===== config.mk =====
export PLATFORM = sky130hd
export DESIGN_NAME = res_bcd_conv
export DESIGN_NICKNAME = d
export VERILOG_FILES = /design/src/rtl/res_pkg.sv /design/src/rtl/bcd_add3.sv /design/src/rtl/res_bcd_conv.sv
export SDC_FILE = /design/constraint.sdc
export NUM_CORES = 1
export LEC_CHECK = 0
export ABC_CLOCK_PERIOD_IN_PS = 3750
export CORE_UTILIZATION = 45
export DETAILED_ROUTE_END_ITERATION = 12
export HOLD_SLACK_MARGIN = 0.1
export MAX_ROUTING_LAYER = met4
export PLACE_DENSITY = 0.76
export SLEW_MARGIN = 25
export SYNTH_ARGS = -nofsm -noshare
export SYNTH_HDL_FRONTEND = slang
export SYNTH_SLANG_ARGS = --single-unit

===== constraint.sdc =====
create_clock -name clk -period 3.75 [get_ports clk]
set_clock_uncertainty 0.2 [all_clocks]
set_input_delay 0.5625 -clock clk [delete_from_list [all_inputs] [get_ports clk]]
set_output_delay 0.5625 -clock clk [all_outputs]
set_load 0.005 [all_outputs]

===== src/rtl/res_pkg.sv =====
// Shared definitions for the binary-to-BCD result converter: FSM states and sizing constants.
package res_pkg;

    typedef enum logic [1:0] {
        IDLE,
        SHIFT,
        DONE
    } state_e;

    localparam int unsigned NSHIFT = 9;
    localparam int unsigned NDIG   = 3;
    localparam int unsigned MAG_W  = 9;
    localparam int unsigned SCR_W  = NDIG * 4;
    localparam int unsigned CNT_W  = 4;

endpackage


===== src/rtl/bcd_add3.sv =====
// Double-dabble digit correction: adds 3 to a BCD digit of 5 or more before it is shifted.
module bcd_add3 (
    input  logic [3:0] din,
    output logic [3:0] dout
);

    assign dout = (din >= 4'd5) ? din + 4'd3 : din;

endmodule


===== src/rtl/res_bcd_conv.sv =====
// Converts an adder/subtractor result (S, Cout, Sel) into sign plus three BCD digits
// using a 9-cycle sequential double-dabble.
module res_bcd_conv (
    input  logic       clk,
    input  logic       rst_n,
    input  logic       start,
    input  logic [7:0] S,
    input  logic       Cout,
    input  logic       Sel,
    output logic       busy,
    output logic       done,
    output logic       neg,
    output logic [3:0] bcd2,
    output logic [3:0] bcd1,
    output logic [3:0] bcd0
);

    import res_pkg::*;

    state_e                 state_q;
    logic [CNT_W-1:0]       cnt_q;
    logic [MAG_W-1:0]       mag_q;
    logic [SCR_W-1:0]       scr_q;
    logic                   sign_q;

    logic                   cap_neg;
    logic [MAG_W-1:0]       cap_mag;
    logic [SCR_W-1:0]       scr_adj;
    logic [SCR_W+MAG_W-1:0] shifted;

    // Subtract without carry-out means the result went negative; undo the two's complement.
    always_comb begin
        cap_neg = Sel & ~Cout;
        cap_mag = {Cout, S};
        if (Sel) begin
            cap_mag = Cout ? {1'b0, S} : ({1'b0, ~S} + 9'd1);
        end
    end

    for (genvar i = 0; i < NDIG; i++) begin : g_digit
        bcd_add3 u_add3 (
            .din  (scr_q[4*i +: 4]),
            .dout (scr_adj[4*i +: 4])
        );
    end

    assign shifted = {scr_adj, mag_q} << 1;

    always_ff @(posedge clk or negedge rst_n) begin
        if (!rst_n) begin
            state_q <= IDLE;
            cnt_q   <= '0;
            mag_q   <= '0;
            scr_q   <= '0;
            sign_q  <= 1'b0;
            busy    <= 1'b0;
            done    <= 1'b0;
            neg     <= 1'b0;
            bcd2    <= '0;
            bcd1    <= '0;
            bcd0    <= '0;
        end else begin
            unique case (state_q)
                IDLE: begin
                    done <= 1'b0;
                    if (start) begin
                        state_q <= SHIFT;
                        busy    <= 1'b1;
                        sign_q  <= cap_neg;
                        mag_q   <= cap_mag;
                        scr_q   <= '0;
                        cnt_q   <= '0;
                    end
                end
                SHIFT: begin
                    scr_q <= shifted[SCR_W+MAG_W-1 -: SCR_W];
                    mag_q <= shifted[MAG_W-1:0];
                    cnt_q <= cnt_q + CNT_W'(1);
                    // Last shift lands directly in the output registers.
                    if (cnt_q == CNT_W'(NSHIFT - 1)) begin
                        state_q <= DONE;
                        busy    <= 1'b0;
                        done    <= 1'b1;
                        neg     <= sign_q;
                        bcd2    <= shifted[SCR_W+MAG_W-1 -: 4];
                        bcd1    <= shifted[SCR_W+MAG_W-5 -: 4];
                        bcd0    <= shifted[SCR_W+MAG_W-9 -: 4];
                    end
                end
                DONE: begin
                    done    <= 1'b0;
                    state_q <= IDLE;
                end
                default: begin
                    state_q <= IDLE;
                    busy    <= 1'b0;
                    done    <= 1'b0;
                end
            endcase
        end
    end

endmodule


# --- Word-level counts from Yosys, hierarchy flattened ---
# Cells that the tools add are included.
op_classes:
  add_sub_neg: 5
  n_reduce_logical: 7
  bitwise_logic: 4
  eq_ne: 5
  n_lt_le_gt_ge: 3
  mux: 19
op_table:
  columns: ["operator", "count"]
  rows:
  - ["two-way mux 9 bit", 3]
  - ["one-hot mux 12 bit (2 select lines)", 1]
  - ["one-hot mux 9 bit (2 select lines)", 1]
  - [">= comparator 4 x 3 -> 1 bit (second input constant)", 3]
  - ["two-way mux 12 bit", 1]
  - ["two-way mux 4 bit", 3]
  - ["adder 8 x 1 -> 9 bit (second input constant)", 1]
  - ["adder 4 x 2 -> 4 bit (second input constant)", 2]
  - ["NOT 8 bit", 1]
  - ["one-hot mux 4 bit (2 select lines)", 1]
  - ["AND reduction 2 bit", 4]
  - ["adder 4 x 1 -> 4 bit (second input constant)", 1]
  - ["equality test 4 bit (second input constant)", 1]
  - ["two-way mux 1 bit", 4]
  - ["two-way mux 2 bit", 2]
  - ["inequality test 2 bit (second input constant)", 2]
  - ["one-hot mux 2 bit (2 select lines)", 1]
  - ["adder 3 x 2 -> 3 bit (second input constant)", 1]
  - ["two-way mux 3 bit", 1]
  - ["one-hot mux 1 bit (3 select lines)", 1]
  - ["AND reduction 3 bit", 1]
  - ["equality test 2 x 1 -> 1 bit (second input constant)", 1]
  - ["equality test 2 bit (second input constant)", 1]
  - ["logical NOT 2 bit", 1]
  - ["other kinds (3)", 4]
totals:
  ff_bits: 43
  input_bits: 13

# --- Longest topological paths before layout ---
# Gate-level depths: netlist of run 1.
logic_depth:
  depth_word: 6
  depth_mapped: 7

# --- By module ---
# Synthesis of run 1 repeated with hierarchy kept, for this count alone.
hier_totals:
  hier_cells: 200
  hier_area_um2: 2182.1
by_module_without_submodules:
  columns: ["module", "cells_each", "n_inst", "area_per_inst_um2"]
  rows:
  - ["res_bcd_conv", 152, 1, 1878.1]
  - ["bcd_add3", 16, 3, 101.3]

# --- Worst setup path after synthesis of run 1 ---
# Ideal clock, no wire load.
synth_timing:
  path_kind: "in2reg"
  start: "in S[0]"
  end: "reg mag_q[6]"
  slack_ns: 2.042
  t_required_ns: 3.423
  stages: 6
  arrival_time_ns: 1.382
  setup_ns: 0.127
  cell_sequence: "inv_1 -> ha_1 -> nand2b_4 -> o41ai_1 -> xor2_1 -> o21ai_1"
synth_via:
  elab_chain_len: 6
synth_lines:
  columns: ["element", "line_no", "rtl"]
  rows:
  - ["from (decl)", "res_bcd_conv.sv:7", "input logic [7:0] S,"]
  - ["NOT 8 bit", "res_bcd_conv.sv:36", "cap_mag = Cout ? {1'b0, S} : ({1'b0, ~S} + 9'd1);"]
  - ["adder 8 x 1 -> 9 bit", "res_bcd_conv.sv:36", null]
  - ["two-way mux 9 bit", "res_bcd_conv.sv:36", null]
  - ["two-way mux 9 bit", "res_bcd_conv.sv:35", "if (Sel) begin"]
  - ["two-way mux 9 bit", "res_bcd_conv.sv:66", "if (start) begin"]
  - ["one-hot mux 9 bit (2 select lines)", "res_bcd_conv.sv:63", "unique case (state_q)"]
  - ["to (signal assigned)", "res_bcd_conv.sv:70", "mag_q <= cap_mag;"]
  - ["to (signal assigned)", "res_bcd_conv.sv:77", "mag_q <= shifted[MAG_W-1:0];"]
  - ["to (decl)", "res_bcd_conv.sv:22", "logic [MAG_W-1:0] mag_q;"]
# Every way passes these cells. The select of a mux whose other input is x is not followed.
# A chain may end at the register's enable or synchronous reset.

# --- Final worst setup path of run 1 ---
layout_timing:
  start: "reg state_q[0]"
  end: "reg bcd0[1]"
layout_via:
  elab_chain_len: 2
layout_lines:
  columns: ["element", "line_no", "rtl"]
  rows:
  - ["from (decl)", "res_bcd_conv.sv:20", "state_e state_q;"]
  - ["from (signal assigned)", "res_bcd_conv.sv:51", "state_q <= IDLE;"]
  - ["from (signal assigned)", "res_bcd_conv.sv:67", "state_q <= SHIFT;"]
  - ["from (signal assigned)", "res_bcd_conv.sv:81", "state_q <= DONE;"]
  - ["equality test 2 x 1 -> 1 bit", "res_bcd_conv.sv:63", null]
  - ["AND reduction 2 bit (no line)", null, null]
  - ["to (signal assigned)", "res_bcd_conv.sv:87", "bcd0 <= shifted[SCR_W+MAG_W-9 -: 4];"]
  - ["to (decl)", "res_bcd_conv.sv:15", "output logic [3:0] bcd0"]
# Every way passes these cells.

==> impl_metrics.tcl, run 1 <==
set metrics [dict create \
    status "completed" \
    syn2layout_area_growth_pct 18.87 \
    synth_warnings 0 \
    design_area_um2 2585 \
    cts_tree "yes" \
    ant_nets 0 \
    tns_ns 0 \
    critical_path.startpoint_type "register" \
    synth-main-ff-cell "dfrtp_1" \
    num_vias 1624 \
    critPathBufInv 1 \
    first_global_vias 1601 \
    dp_hpwl_mm 3.026 \
    place.gp.congestion 0.7732 \
    routedWlPerCell_um 14.80 \
    syn-num-nets 233 \
    use_met1 0.2502 \
    cp_max_fo 19 \
    ys_ff_latch 43 \
    path_clk_slew_ns 0.09 \
    power.density_nw_per_um2 799.6 \
    cpPeakStageDelay_ns 0.73 \
    die_area_um2 5114 \
    drv_slew 0 \
    die_x_um 71.52 \
    cts_inserted_buffers 5 \
    layout_commonest_cell "dfrtp_1" \
    cp-startpoint "state_q[0]" \
    die_h_um 71.52 \
    place.port_buffers 27 \
    antenna_found_initial 0 \
    vias_per_cell 5.543 \
    clock.fmax_mhz 446.6 \
    fin_nets 262 \
    synth.yosys.seq_area_share 0.4948 \
    fin_cells 293 \
    grt_pass1_wl_mm 7.652 \
    clock_latency_ns 0.30 \
    worstSetupPathType "reg2reg" \
    core_area_um2 4504 \
    nFillCells 410 \
    synth-edff-count 0 \
    period_minus_slack_ns 2.239 \
    dpl-instance-area_um2 2455 \
    syn_area_um2 2175 \
    drt-pass1-iter-count 4 \
    leakage_nw 1.135 \
    cts.sinks 43 \
    drt-total-wl_mm 4.337 \
    cp.required_ns 3.74 \
    path_cells "nor2b_2 > nand2_8 > inv_6 > mux2_4" \
    final_cell_mix "dfrtp_1, nand2_1, clkdlybuf4s50_1" \
    hold_viol_final 0 \
    drive_gt1_frac 0.1162 \
    postCtsSetupRepairBufs 0 \
    synth_cell_types 42 \
    crit_family "simple AND/OR/NAND/NOR gates" \
    rsz0062_at_grt "false" \
    crit_slowest_cell "nor2b_2" \
    r2r-start "state_q[0]" \
    drv_cap 0 \
    peakVddDrop_mv 0.3629 \
    min_path_type "reg2reg" \
    pin_count 28 \
    overflow 0 \
    antenna_cells 0 \
    post-route-drc-count 0 \
    relSlewSlack 0.4746 \
    use_met3 0.03376 \
    grt_usage 0.1981 \
    setup.worst_path.end_class "register" \
    utilization 0.5739 \
    async_flop_share 1.000 \
    dp_cells 284 \
    p_total_w 0.002067 \
    rows 24 \
    met2_usage 0.3259 \
    grt_busiest_layer "met2" \
    min-delay-start "bcd0[2]" \
    finalSetupViolations 0 \
    worstPathArrival_ns 2.23 \
    grt_max_degree 44 \
    clock_path_buffers 2 \
    cts_resized 0 \
    regArea_um2 1076 \
    timing.final.crit_share 0.5970 \
    worst_pin_slew_ns 0.7845 \
    cts-root-buf "clkbuf_8" \
    synth.avg_cell_area_um2 10.31 \
    cts_hold_buf 0 \
    synth_cells 211 \
    cts_htree_levels 2 \
    start_util 0.4828 \
    drt_iter0_markers 85 \
    multi_input_comb_area_um2 987.2 \
]
[final timing paths]
kind,end,slack (ns),cells after the start
worst max register to register,bcd0[1],1.51,4
worst min register to register,bcd0[2],0.28,2
min in group asynchronous,scr_q[2],0.59,2
worst max-delay path,bcd0[1],1.51,4
max in group asynchronous,mag_q[5],2.38,2
worst min-delay path,bcd0[2],0.28,2
[stage by stage]
| stage | hold slack, ns | setup WS [ns] |
|---|---|---|
| 2_1_floorplan | 0.06691 | 2.042 |
| 3_3_place_gp | 0.2624 | 1.545 |
| 3_5_place_dp | 0.2654 | 1.489 |
| 4_1_cts | 0.2403 | 1.503 |
| 5_1_grt | 0.3087 | 1.314 |
| 6_report | 0.2845 | 1.511 |
[tightest hold or removal path: stages, from the launching register on]
cell     delay (ns)
dfrtp_1        0.35
nand2_1        0.04
o21ai_0        0.06
[cell usage after synthesis (3+ instances only)]
| master | n | area share |
|---|---|---|
| a21oi_1 | 10 | 0.023 |
| a21oi_2 | 3 | 0.012 |
| nor2_1 | 7 | 0.012 |
| nand2_1 | 29 | 0.050 |
| nor3b_1 | 5 | 0.017 |
| a22o_1 | 5 | 0.020 |
| o31ai_1 | 3 | 0.010 |
| o21ai_0 | 24 | 0.055 |
| mux2_4 | 3 | 0.021 |
| xnor2_1 | 7 | 0.028 |
| ha_1 | 9 | 0.052 |
| a22oi_1 | 5 | 0.017 |
| inv_1 | 13 | 0.022 |
| mux2_2 | 3 | 0.016 |
| buf_4 | 3 | 0.010 |
| dfrtp_1 | 43 | 0.49 |
| nand2b_1 | 4 | 0.012 |
[area by class of cell]
type / instances / area share
clock buffer: 6 / 0.03195
multi-input combinational: 147 / 0.3819
clock inverter: 2 / 0.01355
sequential: 43 / 0.4163
inverter: 15 / 0.02372
tap: 52 / 0.02517
timing repair buffer: 28 / 0.1075
[flip-flops by register name, indices dropped and copies added, names as in the netlist]
register  cells
bcd2          4
mag_q         9
scr_q        12
neg           1
cnt_q         4
state_q       2
bcd0          4
bcd1          4
busy          1
sign_q        1
done          1
[kinds of logic (layout without fill, tap and decap cells)]
| kind of cell | Yosys count | in the layout | synth area share |
|---|---|---|---|
| compound gates | 64 | 64 | 0.1870 |
| xor+xnor | 9 | 9 | 0.03625 |
| fa+ha+maj | 9 | 9 | 0.05178 |
| buf+inv | 21 | 51 | 0.05121 |
| flops | 43 | 43 | 0.4948 |
| mux | 6 | 6 | 0.03625 |
| simple gates | 59 | 59 | 0.1427 |
[power by group]
| part | leakage (nW) | switching [W] | internal, W |
|---|---|---|---|
| clock | 0.0612 | 0.000161 | 0.000216 |
| combinational | 0.529 | 0.000417 | 0.000442 |
| sequential | 0.546 | 0.000164 | 0.000668 |
[metal layers]
metal  share of wire  vias to the layer above  wire length [µm]
met1            0.48                      782              2075
met2            0.47                       39              2049
met3           0.034                        7               146
met5               0                        -                 0
li1                -                      796                 -
met4           0.015                        0                66
Note: power is estimated with default switching activity, not from simulation.
==> run 2: changes to the inputs <==
ABC_CLOCK_PERIOD_IN_PS = 2200   (was 3750)
clock period = 2.2 ns   (was 3.75 ns; I/O delays follow)
==> run 2 against run 1 <==
Critical path depth is 2 higher. Sequential power is 67% higher. Critical path type unchanged. Die area stayed put. Clock power is 47% higher. Worst setup slack worse by 1.1 ns. Final cell count is 2.0% higher. Cell area is 0.97% higher. Largest cell class unchanged. Sequential cell count stayed put. Sequential share of layout area is 0.40 points lower. Power is 67% higher. First-iteration DRC count is 25% lower. Highest routed layer unchanged.
==> impl_metrics.tcl, run 2 (same netlist as run 1, synthesis figures left out) <==
set metrics [dict create \
    drt-pass1-iter-count 4 \
    cts_resized 0 \
    path_cells "inv_1 > ha_1 > nand2b_1 > a21oi_2 > mux2_2 > o21ai_0" \
    nFillCells 408 \
    overflow 0 \
    antenna_cells 0 \
    dp_hpwl_mm 3.013 \
    crit_slowest_cell "dfrtp_1" \
    drt-total-wl_mm 4.171 \
    first_global_vias 1639 \
    min_path_type "reg2reg" \
    final_cell_mix "dfrtp_1, nand2_1, clkdlybuf4s50_1" \
    antenna_found_initial 0 \
    whs_ns 0.2750 \
    drv_cap 0 \
    syn2layout_area_growth_pct 20.02 \
    vias_per_cell 5.334 \
    dpl-instance-area_um2 2500 \
    place.port_buffers 27 \
    die_area_um2 5114 \
    design_area_um2 2610 \
    grt_pass1_wl_mm 7.431 \
    setup.worst_path.end_class "register" \
    num_vias 1595 \
    worst_pin_slew_ns 0.5379 \
    period_minus_slack_ns 1.815 \
    cts_inserted_buffers 5 \
    cp.required_ns 2.22 \
    pin_count 28 \
    cts.sinks 43 \
    rows 24 \
    peakVddDrop_mv 0.4365 \
    r2r-end "scr_q[2]" \
    relSlewSlack 0.6414 \
    core_area_um2 4504 \
    tns_ns 0 \
    largest_register_ffs 12 \
    layout_commonest_cell "dfrtp_1" \
    critical_path.startpoint_type "register" \
    clock.fmax_mhz 551.0 \
    timing.final.crit_share 0.8249 \
    die_x_um 71.52 \
    worstPathArrival_ns 1.83 \
    routedWlPerCell_um 13.95 \
    regArea_um2 1076 \
    r2r-start "scr_q[0]" \
    power.density_nw_per_um2 1322 \
    cts-root-buf "clkbuf_8" \
    clock_latency_ns 0.30 \
    postCtsSetupRepairBufs 0 \
    drt_iter0_markers 64 \
    fin_nets 268 \
    p_total_w 0.003451 \
    holdPathEnd "neg" \
    multi_input_comb_area_um2 987.2 \
    rsz0062_at_grt "false" \
    drive_gt1_frac 0.1336 \
    holdPathStages 2 \
    hold_viol_final 0 \
    status "completed" \
    crit_family "flip-flops" \
    drv_slew 0 \
    grt_usage 0.1953 \
    place.gp.congestion 0.8178 \
    start_util 0.4828 \
    min-delay-start "neg" \
    reg2reg_depth 6 \
    cts_tree "yes" \
    path_clk_slew_ns 0.08 \
    ant_nets 0 \
    clock_path_buffers 2 \
    utilization 0.5794 \
    cp_max_fo 4 \
    grt_max_degree 44 \
    worstSetupPathType "reg2reg" \
    finalSetupViolations 0 \
    cts_hold_buf 1 \
    post-route-drc-count 0 \
    cts_htree_levels 2 \
    leakage_nw 1.155 \
    r2r_setup_slack_ns 0.39 \
    die_h_um 71.52 \
    top_regs "scr_q x12, mag_q x9" \
    cpPeakStageDelay_ns 0.42 \
    largest_register "scr_q" \
    critPathBufInv 1 \
]
[run 2: cell count changes in the layout (fill, tap and decap cells not counted)]
cell / before / now
buf_2: 0 / 1
buf_4: 1 / 6
clkbuf_1: 0 / 1
clkbuf_8: 6 / 7
clkinv_2: 1 / 0
bufinv_16: 1 / 0
[run 2: layer usage]
layer / GRT usage / vias up / part of all wire
met2: 0.3101 / 40 / 0.46
met4: 0.09150 / 0 / 0.019
met3: 0.02954 / 7 / 0.031
li1: - / 812 / -
met1: 0.2475 / 736 / 0.49
met5: - / - / 0
[run 2: worst max-delay path by stage]
stage | to | cells past startpoint | slack [ns] | from
after global routing | scr_q[2] | 6 | 0.27 | scr_q[0]
after detailed placement | mag_q[6] | 7 | 0.20 | S[1]
after global placement | mag_q[6] | 7 | 0.24 | S[1]
after floorplan | scr_q[6] | 6 | 0.54 | scr_q[4]
final | scr_q[2] | 6 | 0.39 | scr_q[0]
after CTS | bcd2[1] | 6 | 0.38 | cnt_q[0]
[run 2: metrics by stage]
step           instances  setup WS, ns
6_report             299        0.3852
5_1_grt              299        0.2689
4_1_cts              299        0.3806
3_5_place_dp         290        0.2040
3_3_place_gp         290        0.2416
2_1_floorplan        211        0.5442
[run 2: where the power goes]
| part | internal (W) | switching, W |
|---|---|---|
| combinational | 0.000796 | 0.000713 |
| sequential | 0.00114 | 0.000251 |
| clock | 0.000287 | 0.000266 |
[run 2: tightest hold or removal path: cells and delay by family (launching register included)]
family	cells	cell delay, ns
flops	1	0.34
simple gates	2	0.11
[run 2: layout make-up]
type	count	area share
timing repair buffer	34	0.1227
sequential	43	0.4123
multi-input combinational	147	0.3782
inverter	15	0.02349
tap	52	0.02493
clock buffer	8	0.03835
